--- config.mk ---
export PLATFORM = sky130hd
export DESIGN_NAME = clkdiv_dual_edge_prog
export DESIGN_NICKNAME = d
export VERILOG_FILES = /design/src/rtl/clkdiv_pkg.sv /design/src/rtl/clkdiv_neg_stage.sv /design/src/rtl/clkdiv_dual_edge_prog.sv
export SDC_FILE = /design/constraint.sdc
export NUM_CORES = 1
export LEC_CHECK = 0
export CORE_AREA = 5 5 65 67
export DETAILED_ROUTE_END_ITERATION = 10
export DIE_AREA = 0 0 70 72
export HOLD_SLACK_MARGIN = 0.12
export PLACE_DENSITY = 0.86
export SLEW_MARGIN = 0
export SYNTH_ARGS = -nofsm -noshare
export SYNTH_HDL_FRONTEND = slang
export SYNTH_SLANG_ARGS = --single-unit
--- constraint.sdc ---
create_clock -name clk -period 3.5 [get_ports clk]
set_input_delay 0.7 -clock clk [delete_from_list [all_inputs] [get_ports clk]]
set_output_delay 0.7 -clock clk [all_outputs]
set_load 0.005 [all_outputs]
--- src/rtl/clkdiv_pkg.sv ---
// ---------------------------------------------------------------------------
// clkdiv_pkg
// Shared constants and helpers for the programmable dual-edge clock divider.
//   DIV_MIN : smallest divisor the divider accepts (anything lower is rejected)
//   half(n) : floor(n/2), the number of whole source cycles clk_p stays high
// ---------------------------------------------------------------------------
package clkdiv_pkg;

    localparam int DIV_MIN = 2;

    // Floor of n/2. For odd n the negedge stage adds the extra half cycle.
    function automatic logic [31:0] half(input logic [31:0] n);
        return n >> 1;
    endfunction

endpackage

--- src/rtl/clkdiv_neg_stage.sv ---
// ---------------------------------------------------------------------------
// clkdiv_neg_stage
// Re-registers the posedge-shaped divider waveform on the falling edge of the
// source clock. The divider ORs this copy in for odd divisors to stretch the
// high phase by half a cycle. Kept as its own instance so the negedge timing
// constraint applies to a single flop.
// Ports:
//   clk   in  source clock (captured on falling edge)
//   rst_n in  asynchronous active-low reset
//   d     in  posedge-domain waveform (clk_p)
//   q     out half-cycle delayed copy (clk_n)
// ---------------------------------------------------------------------------
module clkdiv_neg_stage (
    input  logic clk,
    input  logic rst_n,
    input  logic d,
    output logic q
);

    logic r_q;

    // Falling-edge capture of clk_p; reset forces it low with the rest of the divider.
    always_ff @(negedge clk or negedge rst_n) begin
        if (!rst_n) begin
            r_q <= 1'b0;
        end else begin
            r_q <= d;
        end
    end

    assign q = r_q;

endmodule

--- src/rtl/clkdiv_dual_edge_prog.sv ---
// ---------------------------------------------------------------------------
// clkdiv_dual_edge_prog
// Runtime-programmable integer clock divider with 50% duty for odd and even
// divisors. Divisor updates take effect only at period boundaries so clk_out
// never produces a runt pulse.
// Parameters:
//   CNT_W        width of divisor and counter
//   DIV_DEFAULT  divisor in force after reset (>= 2, < 2^CNT_W)
// Ports:
//   clk          in   source clock
//   rst_n        in   asynchronous active-low reset
//   en           in   run enable (a running period always completes)
//   div_load     in   strobe: capture div_val as the next divisor
//   div_val      in   requested divisor
//   clk_out      out  divided clock
//   period_tick  out  one-cycle pulse in the cnt==0 cycle while running
//   div_cur      out  divisor currently in force
//   div_err      out  one-cycle pulse after a load with div_val < 2
// ---------------------------------------------------------------------------
module clkdiv_dual_edge_prog
    import clkdiv_pkg::*;
#(
    parameter int CNT_W       = 8,
    parameter int DIV_DEFAULT = 7
) (
    input  logic             clk,
    input  logic             rst_n,
    input  logic             en,
    input  logic             div_load,
    input  logic [CNT_W-1:0] div_val,
    output logic             clk_out,
    output logic             period_tick,
    output logic [CNT_W-1:0] div_cur,
    output logic             div_err
);

    localparam logic [CNT_W-1:0] ONE     = CNT_W'(1);
    localparam logic [CNT_W-1:0] MIN_DIV = CNT_W'(DIV_MIN);
    localparam logic [CNT_W-1:0] DEF_DIV = CNT_W'(DIV_DEFAULT);

    logic [CNT_W-1:0] r_cnt;
    logic [CNT_W-1:0] r_divCur;
    logic [CNT_W-1:0] r_pending;
    logic             r_pendingVld;
    logic             r_run;
    logic             r_clkP;
    logic             r_odd;
    logic             r_periodTick;
    logic             r_divErr;

    logic             w_clkN;
    logic [CNT_W-1:0] w_half;
    logic             w_loadOk;
    logic             w_lastCnt;
    logic             w_start;
    logic             w_boundary;
    logic [CNT_W-1:0] w_divNext;
    logic [CNT_W-1:0] w_cntNext;
    logic             w_runNext;
    logic             w_clkPNext;

    assign w_half     = CNT_W'(half(32'(r_divCur)));
    assign w_loadOk   = div_load && (div_val >= MIN_DIV);
    assign w_lastCnt  = r_run && (r_cnt == (r_divCur - ONE));
    // Starting from idle is treated as a boundary so a divisor loaded while
    // stopped is picked up by the first period.
    assign w_start    = !r_run && en;
    assign w_boundary = w_lastCnt || w_start;

    // Next-state for counter, run flag, divisor and clk_p. At a boundary the
    // new period begins at cnt=0 with clk_p high (H >= 1 for any legal N),
    // unless en is low, in which case the divider parks with everything low.
    // A load landing on the boundary cycle takes priority over the pending value.
    always_comb begin
        w_divNext  = r_divCur;
        w_cntNext  = r_cnt;
        w_runNext  = r_run;
        w_clkPNext = r_clkP;
        if (w_boundary) begin
            if (w_loadOk) begin
                w_divNext = div_val;
            end else if (r_pendingVld) begin
                w_divNext = r_pending;
            end
            w_cntNext  = '0;
            w_runNext  = en;
            w_clkPNext = en;
        end else if (r_run) begin
            w_cntNext  = r_cnt + ONE;
            w_clkPNext = (r_cnt + ONE) < w_half;
        end
    end

    // Posedge state. The odd/even select only moves with the divisor at a
    // boundary, where clk_p and clk_n are both settled, so the output mux
    // cannot glitch.
    always_ff @(posedge clk or negedge rst_n) begin
        if (!rst_n) begin
            r_cnt        <= '0;
            r_divCur     <= DEF_DIV;
            r_pending    <= DEF_DIV;
            r_pendingVld <= 1'b0;
            r_run        <= 1'b0;
            r_clkP       <= 1'b0;
            r_odd        <= DEF_DIV[0];
            r_periodTick <= 1'b0;
            r_divErr     <= 1'b0;
        end else begin
            r_cnt    <= w_cntNext;
            r_run    <= w_runNext;
            r_clkP   <= w_clkPNext;
            r_divCur <= w_divNext;
            if (w_boundary) begin
                r_odd        <= w_divNext[0];
                r_pendingVld <= 1'b0;
            end else if (w_loadOk) begin
                r_pending    <= div_val;
                r_pendingVld <= 1'b1;
            end
            r_periodTick <= w_runNext && (w_cntNext == '0);
            r_divErr     <= div_load && (div_val < MIN_DIV);
        end
    end

    clkdiv_neg_stage u_negStage (
        .clk   (clk),
        .rst_n (rst_n),
        .d     (r_clkP),
        .q     (w_clkN)
    );

    assign clk_out     = r_odd ? (r_clkP | w_clkN) : r_clkP;
    assign period_tick = r_periodTick;
    assign div_cur     = r_divCur;
    assign div_err     = r_divErr;

endmodule

Word level (Yosys, flattened, before mapping)
Cells that the tools add are included.
{"block": "op_classes", "n_addsub": 2, "magnitude_cmp": 3, "n_eq_ne": 1, "mux": 11, "bitwise_logic": 2, "n_reduce_logical": 13}
{"operator": "2-to-1 mux 8 bit", "count": 4}
{"operator": "adder 8 x 1 -> 8 bit (second input constant)", "count": 1}
{"operator": "equality test 8 bit", "count": 1}
{"operator": "greater-or-equal comparator 8 x 2 -> 1 bit (second input constant)", "count": 1}
{"operator": "logical NOT 8 bit", "count": 1}
{"operator": "< comparator 8 x 2 -> 1 bit (second input constant)", "count": 1}
{"operator": "< comparator 8 x 7 -> 1 bit", "count": 1}
{"operator": "subtractor 8 x 1 -> 8 bit (second input constant)", "count": 1}
{"operator": "2-to-1 mux 1 bit", "count": 7}
{"operator": "nonzero test 2 bit", "count": 3}
{"operator": "logical AND 1 bit", "count": 5}
{"operator": "AND reduction 2 bit", "count": 2}
{"operator": "logical NOT 1 bit", "count": 1}
{"operator": "logical OR 1 bit", "count": 1}
{"operator": "NOT 1 bit", "count": 1}
{"operator": "OR 1 bit", "count": 1}
{"block": "word_totals", "regBits": 31, "inputBits": 12}

Logic depth before layout (Yosys ltp)
Gate-level depths: netlist of the first run.
{"block": "logic_depth", "word_depth": 7, "depth_mapped": 10, "depth_no_buf": 9}

Hierarchy
From an unflattened synthesis of the first run, not the netlist that was laid out.
{"block": "unflattened", "hier_cells": 168, "area_unflattened_um2": 1850.5}
{"mod": "clkdiv_dual_edge_prog", "instances": 1, "cells_per_inst": 167, "area_per_inst_um2": 1825.5, "seq_area_each_um2": 759.5}
{"mod": "clkdiv_neg_stage", "instances": 1, "cells_per_inst": 1, "area_per_inst_um2": 25.0, "seq_area_each_um2": 25.0}

==> results of run 1 <==
per-layer routing:
| layer | wire [um] | part of all wire, % | up-vias | GRT usage [%] |
|---|---|---|---|---|
| li1 | - | - | 682 | - |
| met1 | 1908 | 43 | 760 | 25.09 |
| met2 | 2177 | 49 | 60 | 30.12 |
| met3 | 257 | 5.8 | 11 | 5.402 |
| met4 | 97 | 2.2 | 0 | 8.936 |
| met5 | 0 | 0 | - | 0 |
stage by stage:
stage | utilization [%] | setup WS [ps] | std cells | total power [mW]
after CTS | 61.12 | 24.37 | 239 | 1.152
after global placement | 58.29 | 86.99 | 231 | 0.7701
after detailed placement | 58.29 | 91.29 | 231 | 0.7970
after floorplan | - | 577.7 | 168 | 0.6974
after global routing | 60.98 | 91.89 | 239 | 1.227
final | 60.98 | 130.0 | 239 | 1.157
state kept, by name, indices dropped and copies added (netlist names):
register      count
div_cur           8
r_run             1
r_cnt             8
r_clkP            1
r_odd             1
div_err           1
r_pending         8
u_negStage.q      1
period_tick       1
r_pendingVld      1
repair_timing:
item / CTS / global route
setup endpoints to repair: 1 / 1
resized for setup: 2 / 1
hold endpoints to repair: 0 / 0
layout by cell type, fill, tap and decap left out, drive strengths merged, types with 3 or more instances in the layout:
cell type	count
nand4	3
a21o	4
xnor2	10
nor2	6
nand3	4
clkdlybuf4s50	21
ha	8
nor2b	4
a22oi	7
a22o	6
xor2	4
nor3	6
nand2	7
dfrtp	23
o2bb2ai	7
mux2	3
clkbuf	7
inv	8
a32o	5
o21ai	6
dfstp	7
cell usage after synthesis (5+ instances only):
cell type / instances / area share (%)
a22o_1: 6 / 2.8
a22oi_1: 7 / 2.8
a32o_1: 5 / 2.7
dfrtp_1: 23 / 31
dfstp_2: 7 / 9.9
ha_1: 8 / 5.4
inv_1: 8 / 1.6
nand2_1: 7 / 1.4
nor2_1: 6 / 1.2
nor3_1: 6 / 1.6
o2bb2ai_1: 7 / 3.3
xnor2_1: 10 / 4.7
logic make-up after synthesis:
logic type / Yosys count
and+or+nand+nor: 41
AOI/OAI and AO/OA: 52
xor gates and xnor gates: 14
adders and majority gates: 8
muxes: 5
buffers and inverters: 17
DFF: 31
final timing paths:
path	cells past startpoint	to
min reg2reg	1	r_pending[4]
max reg2reg	8	r_pending[3]
max in group asynchronous	1	u_negStage.q
max	2	clk_out
min in group asynchronous	2	r_cnt[1]
min	1	r_pending[4]
power by group:
group / total, mW / internal, mW / switching, mW
Clock: 0.355 / 0.223 / 0.132
Sequential: 0.487 / 0.412 / 0.0744
Combinational: 0.316 / 0.158 / 0.157
Total: 1.16 / 0.793 / 0.364
critical path, cell delays in order, from the launching register on:
cell      delay, ps
dfrtn_1         390
a21o_1          100
clkbuf_2        100
area by class of cell:
cell class / instances / area share, %
inverters: 8 / 1.376
clock inverters: 2 / 2.752
multi-input cells: 120 / 44.72
flip-flops and latches: 31 / 35.95
clock buffers: 6 / 1.892
repair buffers: 24 / 10.55
well taps: 48 / 2.752
==> flow_summary.json, run 1 <==
{
  "drive_gt1_share_pct": 14.66,
  "worstSkewPairLatency_ps": 350,
  "maxCapViolations": 0,
  "rsz0062_at_grt": "no",
  "cts_root_buf": "clkbuf_4",
  "ys_types": 51,
  "status": "finished, final reports clean",
  "crit_arrival_ps": 2670,
  "routed_wl_um": 4441,
  "dieArea_um2": 5040,
  "required_ps": 2800,
  "startpoint_type": "register",
  "cts_sinks": 31,
  "setup_viol": 0,
  "cts_tree": "yes",
  "final_hold_viol_count": 0,
  "place.gp.congestion": 0.9070,
  "synth_fa_ha_area_share_pct": 5.409,
  "grtUsageTotal_pct": 19.33,
  "syn_area_um2": 1851,
  "synth_flop_cell": "dfrtp_1",
  "synthCells": 168,
  "r2r-start": "div_cur[0]",
  "synthSimpleGateAreaFrac_pct": 12.24,
  "end_kind": "primary output",
  "vias": 1513,
  "fp-row-count": 22,
  "synth_top_family_by_area": "compound AO/OA/AOI/OAI gates",
  "worst_slew_pin_slew_ps": 621.3,
  "worst-setup-path-type": "reg2out",
  "drc": 0,
  "ys_ff_latch": 31,
  "p_leak_nw": 0.8797,
  "maxSlewHeadroom_pct": 58.58,
  "fp.dieW_um": 70,
  "core_um2": 3578,
  "die_y_um": 72,
  "seqCellArea_um2": 784.5,
  "final_antenna_net_count": 0,
  "hold_buffers": 0,
  "startpoint": "u_negStage.q",
  "port_buffers": 22,
  "p_per_area_nw_per_um2": 530.4,
  "grt_max_degree": 31,
  "drtPass1Iterations": 4,
  "fillers": 294,
  "synth_compound_area_share_pct": 24.95,
  "drt-initial-drc-count": 140,
  "whs_ps": 510.6,
  "hold_start": "r_pending[4]",
  "cts_max_level": 2,
  "ys_warn_count": 0,
  "grt.overflow.total": 0,
  "postSynthAreaPerCell_um2": 11.02,
  "grt_pass1_vias": 1534,
  "postPlaceCellArea_um2": 2086,
  "grt_pass1_wl_um": 7721,
  "post_cts_buffers": 0,
  "clock_path_buffers": 2,
  "ir_drop_mv": 0.4253,
  "synth_xor_area_share_pct": 6.626,
  "finClkSkew_ps": 15.55,
  "hpwl_um": 3148,
  "synthMuxAreaShare_pct": 3.516,
  "cts_buffers": 5,
  "synth-seq-area-share_pct": 42.39,
  "syn_nets": 188,
  "synth-edff-count": 0,
  "diodes": 0,
  "nets": 210,
  "async_reset_ff_share_pct": 100.0,
  "io-pin-count": 23,
  "area_growth_pct": 17.92,
  "rrSetupSlack_ps": 490,
  "critical_path.max_fanout": 1,
  "grt_antenna_before_repair": 0,
  "viasPerCell": 6.331,
  "fin_area_um2": 2182,
  "slew_violations": 0,
  "multiInputGateArea_um2": 975.9,
  "start_util_pct": 51.71,
  "holdCritPathClass": "reg2reg",
  "wl_per_cell_um": 18.58,
  "finalSetupTns_ps": 0,
  "clkTransAtPathRegs_ps": 100
}
Power figures use the tool's default switching activity.
==> inputs of run 2 (changes only) <==
--- a/config.mk
+++ b/config.mk
@@ -5,9 +5,9 @@
 export SDC_FILE = /design/constraint.sdc
 export NUM_CORES = 1
 export LEC_CHECK = 0
-export CORE_AREA = 5 5 65 67
+export CORE_AREA = 2 2 62 64
 export DETAILED_ROUTE_END_ITERATION = 10
-export DIE_AREA = 0 0 70 72
+export DIE_AREA = 0 0 64 66
 export HOLD_SLACK_MARGIN = 0.12
 export PLACE_DENSITY = 0.86
 export SLEW_MARGIN = 0
==> run 2 against run 1 <==
  * Sequential share of layout area unchanged
  * Routed wire length shrank 8.6%
  * Combinational power fell by 3%
  * Setup slack better by 8.8 ps
  * Utilization is 0.47 points higher
  * Critical path type unchanged
  * Highest routed layer unchanged
==> flow_summary.json, run 2 (synthesized netlist as in run 1, its figures left out) <==
{
  "status": "finished, final reports clean",
  "dp_slack_ps": 102.0,
  "worst_slack_ps": 138.8,
  "wl_per_cell_um": 16.97,
  "cts_buffers": 5,
  "drive_gt1_share_pct": 14.66,
  "grt_antenna_before_repair": 0,
  "grt_pass1_wl_um": 7169,
  "drc": 0,
  "postPlaceCellArea_um2": 2086,
  "fp.dieW_um": 64,
  "final_antenna_net_count": 0,
  "grt_pass1_vias": 1487,
  "routed_wl_um": 4057,
  "layout_commonest_cell": "dfrtp_1",
  "grtUsageTotal_pct": 22.10,
  "required_ps": 2800,
  "start_util_pct": 52.11,
  "slew_violations": 0,
  "p_per_area_nw_per_um2": 525.0,
  "drt-initial-drc-count": 161,
  "diodes": 0,
  "maxCapViolations": 0,
  "cts_root_buf": "clkbuf_4",
  "ir_drop_mv": 0.4491,
  "clkTransAtPathRegs_ps": 100,
  "final_hold_viol_count": 0,
  "min_path_cells": 1,
  "drtPass1Iterations": 4,
  "place.gp.congestion": 0.8955,
  "dpl.cell_count": 231,
  "cts_tree": "yes",
  "crit_arrival_ps": 2660,
  "hpwl_um": 2884,
  "nets": 210,
  "grt_max_degree": 31,
  "io-pin-count": 23,
  "p_leak_nw": 0.8797,
  "end_kind": "primary output",
  "core_um2": 3551,
  "fin_util_pct": 61.45,
  "critical_path.max_fanout": 1,
  "holdCritPathClass": "reg2reg",
  "vias": 1473,
  "stdcell_count": 239,
  "startpoint_type": "register",
  "die_y_um": 66,
  "viasPerCell": 6.163,
  "fp-row-count": 22,
  "rsz0062_at_grt": "no",
  "worst-setup-path-type": "reg2out",
  "cts_sinks": 31,
  "finalSetupTns_ps": 0,
  "final_cell_mix": "dfrtp_1 (23), clkdlybuf4s50_1 (21), xnor2_1 (10), inv_1 (8), ha_1 (8)",
  "dieArea_um2": 4224,
  "fin_area_um2": 2182,
  "finClkSkew_ps": 11.21,
  "worst_slew_pin_slew_ps": 604.2,
  "worstSkewPairLatency_ps": 340,
  "clock_path_buffers": 2,
  "port_buffers": 22,
  "ff2ff_path_depth": 8,
  "setup_viol": 0,
  "grt.overflow.total": 0,
  "area_growth_pct": 17.92,
  "cts_max_level": 2,
  "maxSlewHeadroom_pct": 59.71
}
-- run 2: cell counts in the layout (fill, tap and decap cells not counted) --
Identical to the previous run, type by type.
-- run 2: what timing repair did --
item	CTS	global route
gates resized for setup	2	1
endpoints found under the setup margin	1	1
hold buffers	0	0
setup buffers	0	0
-- run 2: area by class of cell --
| class | count | area (um2) |
|---|---|---|
| Tap cell | 48 | 60.06 |
| Timing Repair Buffer | 24 | 230.2 |
| Multi-Input combinational cell | 120 | 975.9 |
| Inverter | 8 | 30.03 |
| Clock buffer | 6 | 41.29 |
| Sequential cell | 31 | 784.5 |
| Fill cell | 276 | 1369 |
| Clock inverter | 2 | 60.06 |
-- run 2: worst paths after layout --
path                       slack, ps         start      endpoint
setup / recovery                 140  u_negStage.q       clk_out
hold / removal                   510  r_pending[4]  r_pending[4]
hold reg to reg                  510  r_pending[4]  r_pending[4]
max in group asynchronous       1170         rst_n  u_negStage.q
min in group asynchronous        810         rst_n  r_pending[7]
setup reg to reg                 500    div_cur[0]  r_pending[3]
-- run 2: power breakdown --
part / switching [mW] / total (mW) / internal, mW
clock: 0.131 / 0.354 / 0.223
combinational: 0.148 / 0.306 / 0.158
sequential: 0.0741 / 0.486 / 0.412
total: 0.353 / 1.15 / 0.793
-- run 2: through the flow --
step / power (mW) / hold slack, ps
2_1_floorplan: 0.6974 / 404.4
3_3_place_gp: 0.7710 / 475.8
3_5_place_dp: 0.7928 / 486.5
4_1_cts: 1.145 / 508.3
5_1_grt: 1.207 / 526.1
6_report: 1.146 / 507.8
-- run 2: layer usage --
layer	track usage, %	part of all wire [%]	up-vias
met3	4.770	4.8	11
met4	11.41	2.6	0
met1	29.03	45	723
met2	34.38	48	53
met5	0	0	-
li1	-	-	686
-- run 2: critical path: stages, from the launching register on --
cell and delay, ps:
dfrtn_1 390, a21o_1 100, clkbuf_2 100
==> inputs of run 3 (changes only) <==
--- a/config.mk
+++ b/config.mk
@@ -5,11 +5,12 @@
 export SDC_FILE = /design/constraint.sdc
 export NUM_CORES = 1
 export LEC_CHECK = 0
-export CORE_AREA = 2 2 62 64
+export CAP_MARGIN = 10
+export CORE_AREA = 2 2 72 74
 export DETAILED_ROUTE_END_ITERATION = 10
-export DIE_AREA = 0 0 64 66
+export DIE_AREA = 0 0 74 76
 export HOLD_SLACK_MARGIN = 0.12
-export PLACE_DENSITY = 0.86
+export PLACE_DENSITY = 0.69
 export SLEW_MARGIN = 0
 export SYNTH_ARGS = -nofsm -noshare
 export SYNTH_HDL_FRONTEND = slang
==> run 3 against run 2 <==
  * Sequential share of layout area decreased by 0.33 points
  * Non-clock buffer count rose by 1
  * Utilization shrank 17 points
  * Hold slack got worse by 14 ps
  * Die area increased by 33%
  * Critical path type unchanged
  * Design area rose by 0.92%
  * Clock skew fell by 2.6 ps
  * Critical path depth stayed put
  * First-iteration DRC count shrank 59%
  * Largest power group unchanged
  * Critical endpoint unchanged
==> flow_summary.json, run 3 (synthesized netlist as in run 1, its figures left out) <==
{
  "status": "finished, final reports clean",
  "die_y_um": 76,
  "crit_chain": "a21o_1 -> clkdlybuf4s15_1",
  "rsz0062_at_grt": "no",
  "area_growth_pct": 19.00,
  "core_um2": 4912,
  "clockPowerShare_pct": 25.5,
  "io-pin-count": 23,
  "r2r-start": "div_cur[0]",
  "routed_wl_um": 3877,
  "layout_commonest_cell": "dfrtp_1",
  "critical_path.max_fanout": 1,
  "viasPerCell": 5.294,
  "final_antenna_net_count": 0,
  "diodes": 0,
  "p_sw_share_pct": 32.35,
  "p_int_mw": 0.7107,
  "clkTransAtPathRegs_ps": 60,
  "grt_max_degree": 31,
  "place.gp.congestion": 0.7788,
  "whs_ps": 493.8,
  "end_kind": "primary output",
  "drc": 0,
  "ff2ff_path_depth": 8,
  "drt-initial-drc-count": 66,
  "vias": 1387,
  "cts_buffers": 5,
  "maxSlewHeadroom_pct": 58.17,
  "grt_antenna_before_repair": 0,
  "slowest_stage": "dfrtn_1",
  "p_per_area_nw_per_um2": 477.1,
  "grt_pass1_wl_um": 6658,
  "worst_slew_pin_slew_ps": 627.4,
  "grtUsageTotal_pct": 15.24,
  "path_delay_family": "flip-flops",
  "hpwl_um": 2846,
  "grt_pass1_vias": 1328,
  "top_usage_layer": "met1",
  "slew_violations": 0,
  "dieArea_um2": 5624,
  "fp.dieW_um": 74,
  "cts_tree": "yes",
  "start_util_pct": 37.67,
  "final_hold_viol_count": 0,
  "startpoint_type": "register",
  "r2r_end": "r_pending[3]",
  "comb_power_share_pct": 28.2,
  "finalSetupTns_ps": 0,
  "grt_util_met3_pct": 3.175,
  "ir_drop_mv": 0.2358,
  "crit_arrival_ps": 2730,
  "wl_per_cell_um": 14.80,
  "postPlaceCellArea_um2": 2121,
  "hold_start": "r_pending[6]",
  "p_sw_mw": 0.3398,
  "nets": 211,
  "maxCapViolations": 0,
  "worst-setup-path-type": "reg2out",
  "final_cell_mix": "dfrtp_1 (23), clkdlybuf4s50_1 (21), xnor2_1 (10), inv_1 (8), ha_1 (8)",
  "finClkSkew_ps": 8.600,
  "met2_usage_pct": 21.07,
  "min_path_cells": 1,
  "crit_buf_inv": 1,
  "fp-row-count": 26,
  "port_buffers": 22,
  "holdCritPathClass": "reg2reg",
  "drive_gt1_share_pct": 14.06,
  "worstSkewPairLatency_ps": 290,
  "p_leak_nw": 0.8745,
  "cts_root_buf": "clkbuf_8",
  "rrSetupSlack_ps": 550,
  "clock_path_buffers": 2,
  "drtPass1Iterations": 4,
  "hold_end": "r_pending[6]",
  "required_ps": 2800,
  "cts_max_level": 2,
  "cts_sinks": 31,
  "critical_path.max_stage_delay_ps": 390,
  "grt.overflow.total": 0,
  "seqPwrFrac_pct": 46.3,
  "fin_area_um2": 2202,
  "use_met1_pct": 22.87,
  "setup_viol": 0
}
## run 3: power by group through the flow
stage / Clock, mW / Combinational (mW) / Sequential [mW]
global route: 0.291 / 0.333 / 0.493
detailed placement: 0 / 0.299 / 0.490
finish: 0.268 / 0.297 / 0.486
CTS: 0.276 / 0.297 / 0.484
floorplan: 0 / 0.240 / 0.457
global placement: 0 / 0.293 / 0.489
## run 3: what timing repair did
| action | 4_1_cts | 5_1_grt |
|---|---|---|
| hold buffers | 0 | 0 |
| endpoints found under the setup margin | 1 | 1 |
| gates resized for setup | 1 | 1 |
| setup buffers | 0 | 0 |
| hold endpoints to repair | 0 | 0 |
## run 3: how the worst max path moves through the flow
stage / startpoint / to / slack, ps / cells after the start
2_1_floorplan: u_negStage.q / clk_out / 580 / 1
3_3_place_gp: u_negStage.q / clk_out / 90 / 2
3_5_place_dp: u_negStage.q / clk_out / 90 / 2
4_1_cts: u_negStage.q / clk_out / 20 / 2
5_1_grt: u_negStage.q / clk_out / 30 / 2
6_report: u_negStage.q / clk_out / 70 / 2
## run 3: cell type report
class                           instances  area (um2)
Fill cell                             467        2710
Multi-Input combinational cell        120       975.9
Clock buffer                            7       76.32
Inverter                                8       30.03
Clock inverter                          1       5.005
Sequential cell                        31       784.5
Timing Repair Buffer                   25       242.7
Tap cell                               70       87.58
## run 3: metal layers
metal / up-vias / routed length [um]
met3: 6 / 159
met2: 32 / 1747
li1: 686 / -
met5: - / 0
met1: 663 / 1901
met4: 0 / 68
## run 3: through the flow
stage	power [mW]	std cells	util, %	setup WS (ps)
final	1.051	262	44.83	72.41
after global routing	1.117	262	44.83	32.86
after CTS	1.057	262	44.80	21.52
after detailed placement	0.7887	254	43.17	91.28
after global placement	0.7816	254	43.17	92.09
after floorplan	0.6974	168	-	577.7
